<file path="src/rtl/frame_sampler.sv">
// frame_sampler: reads a 224x224 window of a 1-bit frame buffer in 8-row bands,
// counts white pixels per 8x8 block and emits one thresholded pixel per block
// (28x28 output image) over a valid/ready handshake.
//
// state  | meaning
// IDLE   | waiting for start, all outputs quiet
// SCAN   | issuing one frame-buffer read per cycle for the current band
// DRAIN  | two cycles letting the last reads return into the accumulators
// EMIT   | presenting the band's 28 block pixels, block 0 first
// DONE   | one-cycle done pulse before returning to IDLE
module frame_sampler #(
  parameter int COL_NUM   = 320,
  parameter int ROW_NUM   = 240,
  parameter int ORIGIN_X  = 48,
  parameter int ORIGIN_Y  = 8,
  parameter int THRESHOLD = 4
) (
  input  logic        clk,
  input  logic        reset,
  input  logic        start,
  output logic        busy,
  output logic        done,
  output logic [16:0] ram_read_addr,
  input  logic        ram_q,
  output logic        pix_valid,
  input  logic        pix_ready,
  output logic        pix_data,
  output logic [9:0]  pix_index
);

  typedef enum logic [2:0] {
    S_IDLE  = 3'd0,
    S_SCAN  = 3'd1,
    S_DRAIN = 3'd2,
    S_EMIT  = 3'd3,
    S_DONE  = 3'd4
  } state_t;

  localparam logic [7:0] COL_LAST = 8'd223;
  localparam logic [2:0] ROW_LAST = 3'd7;
  localparam logic [4:0] IDX_LAST = 5'd27;
  localparam logic [6:0] THR      = 7'(THRESHOLD);

  // A misplaced window would silently read outside the frame buffer.
  if (ORIGIN_X + 224 > COL_NUM || ORIGIN_Y + 224 > ROW_NUM) begin : g_region_check
    $error("frame_sampler: sampled region does not fit in the frame buffer");
  end

  state_t      state_q;
  logic [4:0]  band_q;
  logic [2:0]  row_q;
  logic [7:0]  col_q;
  logic [4:0]  blk_q;
  logic        drain_q;
  logic        p1_vld_q, p2_vld_q;
  logic [4:0]  p1_blk_q, p2_blk_q;
  logic [6:0]  acc_q [28];

  logic [7:0]  col_d;
  logic [2:0]  row_d;
  logic [4:0]  blk_d;
  logic        scan_last;

  // Frame-buffer address of window pixel (band, row-in-band, column).
  function automatic logic [16:0] addr_of(input logic [4:0] b, input logic [2:0] r,
                                          input logic [7:0] c);
    return 17'((32'(ORIGIN_Y) + 32'(b) * 32'd8 + 32'(r)) * 32'(COL_NUM)
               + 32'(ORIGIN_X) + 32'(c));
  endfunction

  // Output pixel index of block k in band b.
  function automatic logic [9:0] idx_of(input logic [4:0] b, input logic [4:0] k);
    return 10'(b) * 10'd28 + 10'(k);
  endfunction

  // Next scan position: column runs fastest, then row within the band.
  always_comb begin
    scan_last = (row_q == ROW_LAST) && (col_q == COL_LAST);
    blk_d     = blk_q + 5'd1;
    if (col_q == COL_LAST) begin
      col_d = '0;
      row_d = row_q + 3'd1;
    end else begin
      col_d = col_q + 8'd1;
      row_d = row_q;
    end
  end

  // Sequencer, read-tracking pipeline, block accumulators and registered outputs.
  always_ff @(posedge clk) begin
    if (reset) begin
      state_q       <= S_IDLE;
      busy          <= 1'b0;
      done          <= 1'b0;
      ram_read_addr <= '0;
      pix_valid     <= 1'b0;
      pix_data      <= 1'b0;
      pix_index     <= '0;
      band_q        <= '0;
      row_q         <= '0;
      col_q         <= '0;
      blk_q         <= '0;
      drain_q       <= 1'b0;
      p1_vld_q      <= 1'b0;
      p2_vld_q      <= 1'b0;
      p1_blk_q      <= '0;
      p2_blk_q      <= '0;
      for (int i = 0; i < 28; i++) acc_q[i] <= '0;
    end else begin
      // Reads return two cycles after issue; the pipeline remembers their block.
      p1_vld_q <= (state_q == S_SCAN);
      p1_blk_q <= col_q[7:3];
      p2_vld_q <= p1_vld_q;
      p2_blk_q <= p1_blk_q;
      if (p2_vld_q) acc_q[p2_blk_q] <= acc_q[p2_blk_q] + 7'(ram_q);
      done <= 1'b0;

      case (state_q)
        S_IDLE: begin
          if (start) begin
            state_q       <= S_SCAN;
            busy          <= 1'b1;
            band_q        <= '0;
            row_q         <= '0;
            col_q         <= '0;
            ram_read_addr <= addr_of(5'd0, 3'd0, 8'd0);
          end
        end
        S_SCAN: begin
          if (scan_last) begin
            state_q       <= S_DRAIN;
            drain_q       <= 1'b0;
            ram_read_addr <= '0;
          end else begin
            row_q         <= row_d;
            col_q         <= col_d;
            ram_read_addr <= addr_of(band_q, row_d, col_d);
          end
        end
        S_DRAIN: begin
          // Block 0 finished long before the last read, so it is safe to present now.
          if (drain_q) begin
            state_q   <= S_EMIT;
            blk_q     <= '0;
            pix_valid <= 1'b1;
            pix_data  <= (acc_q[0] >= THR);
            pix_index <= idx_of(band_q, 5'd0);
          end else begin
            drain_q <= 1'b1;
          end
        end
        S_EMIT: begin
          if (pix_ready) begin
            if (blk_q == IDX_LAST) begin
              pix_valid <= 1'b0;
              pix_data  <= 1'b0;
              pix_index <= '0;
              for (int i = 0; i < 28; i++) acc_q[i] <= '0;
              if (band_q == IDX_LAST) begin
                state_q <= S_DONE;
                done    <= 1'b1;
              end else begin
                state_q       <= S_SCAN;
                band_q        <= band_q + 5'd1;
                row_q         <= '0;
                col_q         <= '0;
                ram_read_addr <= addr_of(band_q + 5'd1, 3'd0, 8'd0);
              end
            end else begin
              blk_q     <= blk_d;
              pix_data  <= (acc_q[blk_d] >= THR);
              pix_index <= pix_index + 10'd1;
            end
          end
        end
        S_DONE: begin
          state_q <= S_IDLE;
          busy    <= 1'b0;
        end
        default: begin
          state_q       <= S_IDLE;
          busy          <= 1'b0;
          pix_valid     <= 1'b0;
          pix_data      <= 1'b0;
          pix_index     <= '0;
          ram_read_addr <= '0;
        end
      endcase
    end
  end

endmodule
</file>
<file path="config.mk">
export PLATFORM = sky130hd
export DESIGN_NAME = frame_sampler
export DESIGN_NICKNAME = d
export VERILOG_FILES = /design/src/rtl/frame_sampler.sv
export SDC_FILE = /design/constraint.sdc
export NUM_CORES = 1
export LEC_CHECK = 0
export CAP_MARGIN = 20
export CORE_MARGIN = 1.5
export CORE_UTILIZATION = 30
export CTS_CLUSTER_DIAMETER = 200
export DETAILED_ROUTE_END_ITERATION = 16
export GPL_TIMING_DRIVEN = 0
export SLEW_MARGIN = 25
export SYNTH_ARGS = -nofsm -noshare
export SYNTH_HDL_FRONTEND = slang
export SYNTH_SLANG_ARGS = --single-unit
</file>
<file path="constraint.sdc">
create_clock -name clk -period 4.95 [get_ports clk]
set_clock_uncertainty 0.2 [all_clocks]
set_input_delay 0.7425 -clock clk [delete_from_list [all_inputs] [get_ports clk]]
set_output_delay 0.7425 -clock clk [all_outputs]
set_load 0.03 [all_outputs]
</file>
==> flow_summary.json, run 1 <==
{
  "status": "completed",
  "yosysWarnings": 0,
  "comb_power_share": 0.104,
  "cp.arrival_ps": 4890,
  "postCtsHoldBufs": 0,
  "nets": 1419,
  "min_period_over_period": 0.982,
  "cp_max_fo": 10,
  "ys_ff_latch": 292,
  "core-area_um2": 49000,
  "wl_um": 45100,
  "clk_pin_slew_worst_paths_ps": 60,
  "hold_class": "reg2reg",
  "detail-route-antenna-nets": 0,
  "io_pins": 36,
  "fillers": 4843,
  "cts_sinks": 292,
  "yosys-top-cells-area": "edfxtp_1 45%, mux4_2 9.5%, dfxtp_1 9.1%, nor2_1 7.1%, ha_1 3.5%",
  "sw_frac_of_total": 0.255,
  "max_freq_mhz": 206,
  "clk_latency_ps": 530,
  "p_clk_frac": 0.422,
  "drt-wirelength-per-cell_um": 22.0,
  "dieWidth_um": 226,
  "total_power_mw": 5.96,
  "syn-cell-area_um2": 14900,
  "powerDensity_nw_per_um2": 347,
  "yosysTopAreaCell": "edfxtp_1",
  "num_vias": 11171,
  "synth_edf_count": 224,
  "globalplace.congestion": 0.921,
  "synth_ff_type": "edfxtp_1",
  "netlist_instances": 1295,
  "cp_slowest_cell": "clkbuf_1",
  "seq_area_frac_synth": 0.543,
  "cts-root-buf": "clkbuf_16",
  "postSynthAreaPerCell_um2": 11.5,
  "maxCapViolCount": 0,
  "initial_core_util": 0.304,
  "syn_nets": 1349,
  "cts_tree": "yes",
  "dp_hpwl_um": 32600,
  "finalHoldViolCount": 0,
  "grt_pass1_vias": 10849,
  "cp-start-kind": "flip-flop",
  "diodes": 0,
  "netlist.area_leader.share": 0.452,
  "drive_above_1_share": 0.122,
  "first_iter_violations": 1307,
  "drcViolationCount": 0,
  "slowest_delay_ps": 650,
  "rows": 81,
  "min_period_ps": 4860,
  "async_reset_ff_frac": 0,
  "grt_max_degree": 15,
  "cts_max_path_buffers": 3,
  "vias_per_cell": 5.44,
  "p_seq_frac": 0.474,
  "synthMostInstantiatedCell": "nor2_1",
  "syn_to_final_growth_pct": 15.6,
  "cts_made_buffers": 34,
  "path_cells": "buf_6 -> buf_4 -> buf_4 -> buf_6 -> mux4_2 -> mux4_2 -> mux2_2 -> ha_1 -> inv_2 -> clkbuf_1 -> nor2_1",
  "gr-total-overflow": 0,
  "min_from": "p1_vld_q",
  "internal_power_mw": 4.44,
  "worstMarginPinSlew_ps": 1130,
  "crit_start": "p2_blk_q[0]",
  "yosys-top-cells-count": "283 x nor2_1, 224 x edfxtp_1, 104 x nand2_1, 68 x dfxtp_1, 63 x mux4_2",
  "synth_cell_types": 67,
  "dieArea_um2": 51000,
  "die_y_um": 226,
  "rr_startpoint": "p2_blk_q[0]",
  "p_switching_mw": 1.52,
  "p_leak_nw": 5.90,
  "critPathCaptureType": "flip-flop",
  "worstPathRequired_ps": 4990,
  "ir_drop_mv": 0.211,
  "tns_ps": 0,
  "grt_pass1_wl_um": 67500,
  "r2r_slack_ps": 90,
  "io_buffers": 35,
  "htreeDepth": 2,
  "slew_headroom": 0.243,
  "postLayoutCoreUtil": 0.351,
  "setup_viol": 0,
  "antenna_found_initial": 2,
  "crit_type": "reg2reg",
  "grt.total_usage": 0.178,
  "drtPass1Iterations": 6,
  "slew_viol_final": 0
}
## flip-flops by register name (all words and copies together) (netlist names), 5 cells and up
register and flops:
band_q 5, blk_q 5, p1_blk_q 5, ram_read_addr 17, col_q 8, acc_q 224, p2_blk_q 5, pix_index 10
## kinds of logic after synthesis
logic type | synth area share
buf+inv | 0.0314
fa+ha+maj | 0.0447
mux | 0.108
flops | 0.543
xor+xnor | 0.0247
simple gates | 0.171
compound gates | 0.0764
## timing repair
| item | in CTS | in global routing |
|---|---|---|
| setup buffers | 0 | 0 |
| setup endpoints to repair | 154 | 58 |
| pin swaps | 0 | 1 |
| resized for setup | 10 | 6 |
## layout by cell type (no fill, tap or decap), drive strengths merged, types with 28 or more instances in the layout
master	instances
inv	30
edfxtp	224
clkbuf	80
mux4	63
clkdlybuf4s50	35
nor3	32
buf	32
nor2	283
nand2	104
nand3	28
a22oi	28
dfxtp	68
ha	42
a21oi	39
## worst paths after layout
| kind | end | cells past startpoint |
|---|---|---|
| worst max-delay path | acc_q[19][0] | 11 |
| worst min-delay path | p2_vld_q | 1 |
| worst max register to register | acc_q[19][0] | 11 |
| worst min register to register | p2_vld_q | 1 |
## worst max-delay path, delay by kind of cell, from the launching register on
kind | cells | cell delay, ps
multiplexers | 3 | 1370
AND/OR/NAND/NOR | 1 | 170
buffers and inverters | 6 | 2000
adder cells (fa/ha/maj) | 1 | 380
flip-flops | 1 | 460
## power groups by stage
stage,combinational [mW],sequential (mW),clock [mW]
6_report,0.619,2.83,2.52
5_1_grt,0.669,2.84,2.64
4_1_cts,0.613,2.82,2.55
3_5_place_dp,0.610,2.88,0
3_3_place_gp,0.601,2.87,0
2_1_floorplan,0.352,2.88,0
## per-layer routing
metal	wire (um)	global-route usage
met2	20700	0.287
met1	18300	0.231
met3	4370	0.0433
met5	23	0
met4	1770	0.0686
## cell type report
type,count,area (um^2),share of cell area
plain buffers,68,370,0.0215
clock buffers,43,895,0.0520
clock inverters,18,201,0.0117
inverters,29,109,0.00633
multi-input cells,904,6350,0.369
flip-flops and latches,292,8090,0.470
well taps,664,831,0.0483
repair buffers,36,355,0.0207
## per-stage QoR
stage               hold slack (ps)  cell area (um^2)  std cells  setup slack, ps
finish                          249             17200       2054             91.3
global route                    267             17200       2054           -0.973
CTS                             254             17200       2056             12.0
detailed placement              243             16100       1995             -513
global placement                232             16100       1994             -485
floorplan                       214             14900       1295              812
Power figures use the tool's default switching activity.
==> inputs of run 2 (changes only) <==
Settings changed: CORE_UTILIZATION 30 to 62, PLACE_DENSITY from default to 0.8.
==> flow_summary.json, run 2 (synthesis results as in run 1) <==
{
  "fillers": 1645,
  "postLayoutCoreUtil": 0.707,
  "cts_sinks": 292,
  "hold_class": "reg2reg",
  "grt_pass1_vias": 10728,
  "drive_above_1_share": 0.122,
  "crit_type": "reg2reg",
  "setup_viol": 0,
  "globalplace.congestion": 1.02,
  "slew_viol_final": 0,
  "clk_pin_slew_worst_paths_ps": 60,
  "grt_setup_unrepaired": "no",
  "wl_um": 41600,
  "max_freq_mhz": 205,
  "cp_common_cell": "buf_6",
  "path_cells": "buf_6 -> buf_6 -> buf_6 -> buf_2 -> buf_4 -> mux4_2 -> mux4_2 -> mux2_2 -> ha_1 -> ha_1 -> nand3_1 -> nor2_1 -> xor2_1 -> clkbuf_1 -> nor2_1",
  "first_iter_violations": 1440,
  "final_cell_mix": "283 x nor2_1, 224 x edfxtp_1, 104 x nand2_1",
  "min_period_ps": 4880,
  "grt.total_usage": 0.339,
  "largest_register_ffs": 224,
  "crit_family": "buffers and inverters",
  "drcViolationCount": 0,
  "powerDensity_nw_per_um2": 339,
  "use_met1": 0.462,
  "core-area_um2": 23500,
  "initial_core_util": 0.632,
  "reg.largest.list": "acc_q x224, ram_read_addr x17, pix_index x10",
  "io_pins": 36,
  "cp_max_fo": 10,
  "antenna_found_initial": 2,
  "tns_ps": 0,
  "rr_worst_depth": 15,
  "busiest_layer": "met2",
  "worstMarginPinSlew_ps": 1180,
  "clk_latency_ps": 580,
  "total_power_mw": 5.65,
  "hold_path_depth": 1,
  "num_vias": 11363,
  "syn_to_final_growth_pct": 11.8,
  "regMostFlops": "acc_q",
  "ir_drop_mv": 0.316,
  "rr_startpoint": "p2_blk_q[1]",
  "detail-route-antenna-nets": 0,
  "critPathBufInv": 6,
  "hold_end": "p2_blk_q[2]",
  "min_from": "p1_blk_q[2]",
  "min_period_over_period": 0.986,
  "finalHoldViolCount": 0,
  "gr-total-overflow": 0,
  "postCtsHoldBufs": 0,
  "maxCapViolCount": 0,
  "slew_headroom": 0.208,
  "path_depth": 15,
  "htreeDepth": 1,
  "dp_hpwl_um": 30200,
  "die_y_um": 158,
  "cp.arrival_ps": 4970,
  "multi_input_area_um2": 6350,
  "register_area_um2": 8090,
  "r2r_slack_ps": 70,
  "cts-root-buf": "clkbuf_16",
  "p_leak_nw": 5.82,
  "io_buffers": 35,
  "worstPathRequired_ps": 5040,
  "nets": 1418,
  "cp-start-kind": "flip-flop",
  "drtPass1Iterations": 6,
  "grt_pass1_wl_um": 62000,
  "dpl-instance-area_um2": 15600,
  "cts_tree": "yes",
  "dieWidth_um": 158,
  "final_area_um2": 16600,
  "rows": 56,
  "grt_max_degree": 20,
  "cp_slowest_cell": "clkbuf_1",
  "status": "completed",
  "cts_made_buffers": 30,
  "cts_max_path_buffers": 3,
  "vias_per_cell": 6.65,
  "dieArea_um2": 24900,
  "final.setup.worst_slack_ps": 68.9,
  "grt_use_met3": 0.0887,
  "final_common_cell": "nor2_1",
  "dp_slack_ps": -286,
  "critPathCaptureType": "flip-flop",
  "met2_usage": 0.521,
  "slowest_delay_ps": 620,
  "r2r_end": "acc_q[18][4]",
  "drt-wirelength-per-cell_um": 24.3
}
run 2: worst reg2reg max path, stage by stage (launching register included):
cell and delay [ps]:
dfxtp_1 330, buf_6 170, buf_6 220, buf_6 210
buf_2 380, buf_4 340, mux4_2 410, mux4_2 500
mux2_2 280, ha_1 210, ha_1 230, nand3_1 100
nor2_1 60, xor2_1 190, clkbuf_1 620, nor2_1 130
run 2: repair_timing:
action,CTS,global route
endpoints found under the setup margin,123,26
pin swaps,0,1
gates resized for setup,5,4
buffers inserted,0,2
run 2: worst max path at each step:
stage | from | slack [ps] | end
2_1_floorplan | col_q[0] | 810 | ram_read_addr[16]
3_3_place_gp | p2_blk_q[1] | -240 | acc_q[30][4]
3_5_place_dp | p2_blk_q[1] | -290 | acc_q[30][4]
4_1_cts | p2_blk_q[0] | 90 | acc_q[30][4]
5_1_grt | p2_blk_q[1] | 10 | acc_q[18][4]
6_report | p2_blk_q[1] | 70 | acc_q[18][4]
run 2: metal layers:
metal / vias to the layer above / part of all wire
met5: - / 0.00034
met2: 852 / 0.45
met1: 5432 / 0.37
met4: 2 / 0.044
met3: 152 / 0.14
li1: 4925 / -
run 2: final cells by class:
class	count	share of cell area
Sequential cell	292	0.486
Buffer	69	0.0219
Tap cell	319	0.0240
Multi-Input combinational cell	904	0.382
Clock buffer	40	0.0498
Clock inverter	16	0.00789
Timing Repair Buffer	38	0.0223
Inverter	29	0.00654
Antenna cell	1	0.000150
run 2: per-stage QoR:
step | cells | hold slack, ps
2_1_floorplan | 1295 | 214
3_3_place_gp | 1649 | 218
3_5_place_dp | 1650 | 229
4_1_cts | 1705 | 243
5_1_grt | 1707 | 260
6_report | 1708 | 239
run 2: where the power goes:
group          internal (mW)  total, mW  switching [mW]  leakage (nW)
sequential              2.75       2.83          0.0782          2.71
clock                   1.23       2.20           0.971         0.455
combinational          0.193      0.616           0.423          2.66
==> inputs of run 3 (changes only) <==
Settings changed: CORE_UTILIZATION 62 to 40, MAX_ROUTING_LAYER from default to met4, PLACE_DENSITY 0.8 to default.
==> flow_summary.json, run 3 (synthesis results as in run 1) <==
{
  "diodes": 0,
  "p_switching_mw": 1.51,
  "grt.total_usage": 0.241,
  "first_iter_violations": 1282,
  "num_vias": 11025,
  "hold_class": "reg2reg",
  "reg.largest.list": "acc_q x224, ram_read_addr x17, pix_index x10",
  "final.setup.worst_slack_ps": 206,
  "clk_pin_slew_worst_paths_ps": 60,
  "worstMarginPinSlew_ps": 980,
  "comb_power_share": 0.102,
  "rows": 70,
  "postCtsHoldBufs": 0,
  "maxCapViolCount": 0,
  "grt_pass1_wl_um": 67600,
  "cts-root-buf": "clkbuf_16",
  "status": "completed",
  "dieArea_um2": 38400,
  "final_common_cell": "nor2_1",
  "powerDensity_nw_per_um2": 353,
  "cts_sinks": 292,
  "clk_latency_ps": 610,
  "finalHoldViolCount": 0,
  "grt_pass1_vias": 10866,
  "cp_max_fo": 19,
  "largest_register_ffs": 224,
  "globalplace.congestion": 0.958,
  "dp_hpwl_um": 32300,
  "max_freq_mhz": 211,
  "initial_core_util": 0.407,
  "fillers": 3396,
  "postLayoutCoreUtil": 0.464,
  "final_cell_mix": "282 x nor2_1, 224 x edfxtp_1, 104 x nand2_1",
  "die_y_um": 196,
  "cp-start-kind": "flip-flop",
  "drtPass1Iterations": 6,
  "io_pins": 36,
  "detail-route-antenna-nets": 0,
  "worstPathRequired_ps": 5100,
  "cts_max_path_buffers": 3,
  "internal_power_mw": 4.50,
  "core-area_um2": 36600,
  "p_seq_frac": 0.471,
  "cts_tree": "yes",
  "syn_to_final_growth_pct": 14.2,
  "io_buffers": 35,
  "critPathCaptureType": "flip-flop",
  "cts_made_buffers": 31,
  "slew_headroom": 0.344,
  "dieWidth_um": 196,
  "drcViolationCount": 0,
  "drt-wirelength-per-cell_um": 23.9,
  "sw_frac_of_total": 0.251,
  "setup_viol": 0,
  "grt_max_degree": 20,
  "slew_viol_final": 0,
  "crit_type": "reg2reg",
  "ir_drop_mv": 0.310,
  "gr-total-overflow": 0,
  "min_period_ps": 4740,
  "htreeDepth": 1,
  "antenna_found_initial": 0,
  "vias_per_cell": 5.93,
  "cp.arrival_ps": 4890,
  "p_clk_frac": 0.427,
  "regMostFlops": "acc_q",
  "nets": 1419,
  "dp_slack_ps": -402,
  "wl_um": 44300,
  "p_leak_nw": 5.91,
  "min_period_over_period": 0.958,
  "drive_above_1_share": 0.125
}
[run 3: changes by cell type in the layout (fill, tap and decap cells not counted), moves of 2 or more]
cell        delta
clkinvlp_2     -2
clkbuf_2       +2
bufinv_16      +6
clkbuf_8       -2
[run 3: power by group through the flow]
stage | clock (mW) | sequential, mW | combinational, mW
2_1_floorplan | 0 | 2.88 | 0.352
3_3_place_gp | 0 | 2.87 | 0.603
3_5_place_dp | 0 | 2.88 | 0.605
4_1_cts | 2.59 | 2.83 | 0.608
5_1_grt | 2.68 | 2.84 | 0.657
6_report | 2.56 | 2.83 | 0.612
[run 3: through the flow]
step           instance area (um^2)  power, mW  std cells  TNS, ps  hold WS [ps]
2_1_floorplan                 14900       3.23       1295        0           214
3_3_place_gp                  15800       3.48       1798   -13300           226
3_5_place_dp                  15800       3.48       1799   -24390           228
4_1_cts                       17000       6.02       1856        0           245
5_1_grt                       17000       6.18       1858    -5.88           259
6_report                      17000       6.00       1858        0           241
[run 3: cell type report]
class	count	area, um^2	area share
Sequential cell	292	8090	0.476
Clock buffer	40	830	0.0488
Multi-Input combinational cell	904	6350	0.374
Timing Repair Buffer	39	378	0.0222
Buffer	68	362	0.0213
Clock inverter	18	289	0.0170
Inverter	29	109	0.00641
Tap cell	468	586	0.0345
[run 3: critical path, cell delays in order (launching register included)]
cell and delay [ps]:
dfxtp_1 480, buf_6 270, buf_4 300, buf_6 330
mux4_2 600, mux4_2 520, mux2_2 280, ha_1 200
ha_1 210, nand3_1 120, nor2_1 70, xor2_1 180
buf_2 310, clkbuf_4 320, inv_1 110
[run 3: per-layer routing]
metal	GRT usage	wire [um]
met5	-	0
met4	0.0781	1440
met3	0.0399	4110
met2	0.372	20200
met1	0.326	18600
[run 3: worst paths after layout]
kind,startpoint,endpoint,slack [ps],cells after the start
hold reg to reg,p1_blk_q[3],p2_blk_q[3],240,1
setup reg to reg,p2_blk_q[0],acc_q[30][4],210,14
setup / recovery,p2_blk_q[0],acc_q[30][4],210,14
hold / removal,p1_blk_q[3],p2_blk_q[3],240,1
[run 3: timing repair]
| action | in CTS | in global routing |
|---|---|---|
| pin swaps | 0 | 1 |
| setup buffers | 0 | 3 |
| setup endpoints to repair | 122 | 27 |
| resized for setup | 6 | 6 |
